File: src/rtl/maxpool2x2_stream.sv
// Streaming 2x2 stride-2 max pooling over a raster-order pixel stream.
// All channels are pooled in parallel; no backpressure is possible.
module maxpool2x2_stream #(
    parameter int N          = 16,
    parameter int CHANNEL    = 3,
    parameter int INPUT_SIZE = 6
) (
    input  logic                 clk,
    input  logic                 rst,
    input  logic                 input_vld,
    input  logic [CHANNEL*N-1:0] input_din,
    output logic [CHANNEL*N-1:0] pool_dout,
    output logic                 pool_dout_vld,
    output logic                 pool_dout_end
);

    localparam int HALF = INPUT_SIZE / 2;
    localparam int CW   = $clog2(INPUT_SIZE + 1);
    localparam int AW   = (HALF > 1) ? $clog2(HALF) : 1;

    logic [CW-1:0]        col;
    logic [CW-1:0]        row;
    logic [CHANNEL*N-1:0] hreg;
    logic [CHANNEL*N-1:0] hmax;
    logic [CHANNEL*N-1:0] pmax;
    logic [CHANNEL*N-1:0] lb_rd;
    logic [CHANNEL*N-1:0] linebuf [HALF];
    logic [AW-1:0]        lb_idx;
    logic                 col_last;
    logic                 row_last;

    assign col_last = (col == CW'(INPUT_SIZE - 1));
    assign row_last = (row == CW'(INPUT_SIZE - 1));
    assign lb_idx   = AW'(col >> 1);
    assign lb_rd    = linebuf[lb_idx];

    // Horizontal pair max, then vertical max against the stored upper row
    always_comb begin
        hmax = hreg;
        pmax = lb_rd;
        for (int c = 0; c < CHANNEL; c++) begin
            if ($signed(input_din[c*N +: N]) > $signed(hreg[c*N +: N]))
                hmax[c*N +: N] = input_din[c*N +: N];
        end
        for (int c = 0; c < CHANNEL; c++) begin
            if ($signed(hmax[c*N +: N]) > $signed(lb_rd[c*N +: N]))
                pmax[c*N +: N] = hmax[c*N +: N];
        end
    end

    // Line buffer: even rows park their horizontal maxima, never cleared
    always_ff @(posedge clk) begin
        if (!rst && input_vld && col[0] && !row[0])
            linebuf[lb_idx] <= hmax;
    end

    // Position tracking, horizontal register and registered outputs
    always_ff @(posedge clk) begin
        if (rst) begin
            col           <= '0;
            row           <= '0;
            hreg          <= '0;
            pool_dout     <= '0;
            pool_dout_vld <= 1'b0;
            pool_dout_end <= 1'b0;
        end else begin
            pool_dout_vld <= 1'b0;
            pool_dout_end <= 1'b0;
            if (input_vld) begin
                if (col_last) begin
                    col <= '0;
                    row <= row_last ? '0 : row + CW'(1);
                end else begin
                    col <= col + CW'(1);
                end
                if (!col[0]) begin
                    hreg <= input_din;
                end else if (row[0]) begin
                    pool_dout     <= pmax;
                    pool_dout_vld <= 1'b1;
                    pool_dout_end <= row_last && col_last;
                end
            end
        end
    end

endmodule

File: config.mk
export PLATFORM = sky130hd
export DESIGN_NAME = maxpool2x2_stream
export DESIGN_NICKNAME = d
export VERILOG_FILES = /design/src/rtl/maxpool2x2_stream.sv
export SDC_FILE = /design/constraint.sdc
export NUM_CORES = 1
export LEC_CHECK = 0
export ABC_AREA = 1
export ABC_CLOCK_PERIOD_IN_PS = 15200
export BUFFER_PORTS_ARGS = -buffer_cell sky130_fd_sc_hd__buf_4
export CAP_MARGIN = 20
export CORE_AREA = 2 2 151 153
export CTS_CLUSTER_DIAMETER = 30
export DETAILED_ROUTE_END_ITERATION = 7
export DIE_AREA = 0 0 153 155
export GPL_TIMING_DRIVEN = 0
export PLACE_DENSITY = 0.79
export SYNTH_ARGS = -nofsm -noshare
export SYNTH_HDL_FRONTEND = slang
export SYNTH_SLANG_ARGS = --single-unit
File: constraint.sdc
create_clock -name clk -period 15.2 [get_ports clk]
set_input_delay 0.76 -clock clk [delete_from_list [all_inputs] [get_ports clk]]
set_output_delay 0.76 -clock clk [all_outputs]
set_load 0.05 [all_outputs]
==> results.ini <==
[floorplanning]
start_util_pct = 57.4
pin_count = 101
core-area_um2 = 22200
die_y_um = 155
rows = 55
die-area_um2 = 23700
die_w_um = 153

[sta]
fin_crit_sh_pct = 28.3
max_slew_margin_pct = 44.6
worst_slack_ns = 10.90
rsz0062_at_grt = false
setup-tns-final_ns = 0
fmax_ghz = 0.233
tightest_slew_ns = 0.827
setup_violations = 0
fin_crit_ns = 4.30
maxSlewViolCount = 0
skew_ns = 0.0159
hold_viol_final = 0

[pwr]
p_comb_share_pct = 16.6
clock_power_share_pct = 50.4
p_leak_nw = 6.74
switching_power_uw = 662
switching_share_pct = 28.7
pwr-share-seq_pct = 32.9
p_per_area_nw_per_um2 = 146
p_int_mw = 1.64
vdd_drop_max_uv = 93.0

[synthesis]
yosys_warnings = 0
syn-cell-area_um2 = 12800
syn-num-nets = 1576
syn_inst = 1429
ys_ff_latch = 250
syn_avg_cell_area_um2 = 8.92
ys_seq_area_share_pct = 50.6
synth_cell_type_count = 36

[drt]
ant_nets = 0
drc = 0
drt_first_iter_violations = 1086
drt_wl_total_um = 35200
wl_per_cell_um = 18.3
num_vias = 11300
vias_per_cell = 5.87
drt_pass1_iterations = 8

[setup_path]
crit_fanout = 10
rrSetupSlack_ns = 10.90
arrival_ns = 4.70
crit_type = reg2reg
crit_path_end_kind = register
worstPathRequired_ns = 15.61
crit_path_start_kind = register

[hold_path]
hold_path_class = reg2reg

[clocking]
hold_buffers = 0
insertion_delay_ns = 0.56
post_cts_buffers = 0
cts_buffer_depth = 3
htree_levels = 2
cts_resized = 0
cts_tree = done
cts_buffers = 52
root_buffer = clkbuf_16
clkTransAtPathRegs_ns = 0.05
cts.sinks = 250

[finish]
drive_gt1_share_pct = 16.7
n_fill_cell = 1596
final_core_util_pct = 71.2
finish.instance_area_um2 = 15800
antennaDiodeCount = 0
area_growth_pct = 24.1
finalNetCount = 1739

[global_route]
globalRoute.totalOverflow = 0
grt_antenna_before_repair = 0
grt_start_max_net_pins = 28
grt_usage_pct = 29.5
grt_pass1_vias = 11300
grt_pass1_wl_um = 55900

[placed_design]
numPortBuffers = 99
dp_hpwl_um = 24600
place_area_um2 = 14000
gp_congestion = 0.907
place_ws_ns = 10.59

[outcome]
outcome = finished clean

[run]
drv_cap = 0

==> cells in the final DEF (no fill, tap or decap), types with 8 or more instances in the layout <==
cell type | Yosys | routed
clkbuf_8 | 9 | 9
clkbuf_1 | 35 | 39
nand3_1 | 107 | 107
nand2_2 | 13 | 13
inv_1 | 98 | 98
buf_4 | 4 | 109
nand2_1 | 373 | 373
edfxtp_1 | 144 | 144
ha_1 | 96 | 96
clkbuf_16 | 0 | 56
dfxtp_1 | 106 | 106
clkinv_4 | 0 | 8
inv_6 | 0 | 10
nand4_1 | 54 | 54
buf_2 | 12 | 12
o21ai_0 | 106 | 106
a21oi_1 | 185 | 185
nor2_1 | 35 | 33
nand3_2 | 10 | 10
==> cells in the mapped netlist <==
cell | n | area, um2
clkbuf_4 | 1 | 7.51
buf_8 | 1 | 15.0
o32ai_1 | 1 | 8.76
o211ai_1 | 3 | 22.5
nor3_2 | 4 | 40.0
nor2_2 | 1 | 6.26
buf_1 | 3 | 11.3
nand3_4 | 3 | 52.6
clkbuf_1 | 35 | 131
buf_2 | 12 | 60.1
edfxtp_1 | 144 | 4320
nand2_2 | 13 | 81.3
o21a_1 | 3 | 22.5
a21o_1 | 3 | 22.5
dfxtp_1 | 106 | 2120
clkbuf_8 | 9 | 124
nand2_4 | 3 | 33.8
nand3_1 | 107 | 536
buf_6 | 3 | 33.8
ha_1 | 96 | 1200
o21ai_1 | 1 | 5.00
nor4_1 | 1 | 6.26
a21oi_2 | 1 | 8.76
nor3_1 | 2 | 10.0
or2_2 | 3 | 18.8
nand2_1 | 373 | 1400
buf_4 | 4 | 30.0
inv_2 | 3 | 11.3
inv_1 | 98 | 368
o21bai_1 | 1 | 7.51
a21oi_1 | 185 | 926
clkinv_1 | 1 | 3.75
o21ai_0 | 106 | 531
nor2_1 | 35 | 131
nand3_2 | 10 | 100
nand4_1 | 54 | 338
==> logic make-up after synthesis <==
family / after synthesis / synth area share, %
simple gates: 609 / 21.6
buf+inv: 170 / 6.24
compound gates: 304 / 12.2
flops: 250 / 50.6
fa+ha+maj: 96 / 9.42
==> state kept, by name, indices dropped and copies added, names as in the netlist, named ones only <==
| register | cells |
|---|---|
| row | 3 |
| pool_dout_end | 1 |
| pool_dout_vld | 1 |
| hreg | 48 |
| pool_dout | 48 |
| col | 3 |
| linebuf | 144 |
==> metrics by stage <==
stage	std cells	total power, mW	hold slack, ns
after floorplan	1429	1.04	0.448
after global routing	1921	2.39	0.488
after global placement	1813	1.13	0.451
after detailed placement	1823	1.14	0.454
after CTS	1921	2.31	0.462
final	1921	2.31	0.461
==> worst max-delay path: stages (launching register included) <==
cell,delay (ns)
dfxtp_1,0.33
inv_1,0.07
ha_1,0.39
nand2_2,0.12
nor3_2,0.30
nand3_2,0.26
clkbuf_1,0.32
nand4_1,0.21
nand2_1,0.14
ha_1,0.41
nand2_1,0.16
o21ai_0,0.12
a21oi_1,0.25
nand2_1,0.09
nand2_1,0.07
nand3_2,0.17
inv_2,0.19
buf_2,0.28
nand3_1,0.11
nand2_1,0.09
a21oi_1,0.07
==> power groups by stage <==
stage          registers (mW)  logic, mW  clock network (mW)
2_1_floorplan           0.769      0.268                   0
3_3_place_gp            0.771      0.356                   0
3_5_place_dp            0.771      0.371                   0
4_1_cts                 0.759      0.377                1.17
5_1_grt                 0.760      0.430                1.20
6_report                0.759      0.384                1.16
==> layer usage <==
| metal | global-route usage [%] | share of wire [%] | wire [um] |
|---|---|---|---|
| met5 | 0 | 0 | 0 |
| met4 | 13.8 | 4.0 | 1400 |
| met3 | 5.38 | 8.9 | 3150 |
| met2 | 51.2 | 49 | 17100 |
| met1 | 35.9 | 38 | 13500 |
==> area by class of cell <==
class	count	area, um2	area share [%]
sequential	250	6450	40.7
timing repair buffer	109	867	5.48
clock inverter	38	414	2.62
inverter	102	383	2.42
tap	285	357	2.25
buffer	68	413	2.61
clock buffer	60	1420	8.95
multi-input combinational	1009	5530	34.9
==> final timing paths <==
| path | cells past startpoint | endpoint | from |
|---|---|---|---|
| setup reg to reg | 20 | pool_dout[29] | hreg[31] |
| hold / removal | 2 | pool_dout[13] | pool_dout[13] |
| hold reg to reg | 2 | pool_dout[13] | pool_dout[13] |
| setup / recovery | 20 | pool_dout[29] | hreg[31] |
No activity file was read; power rests on OpenSTA's default activity.
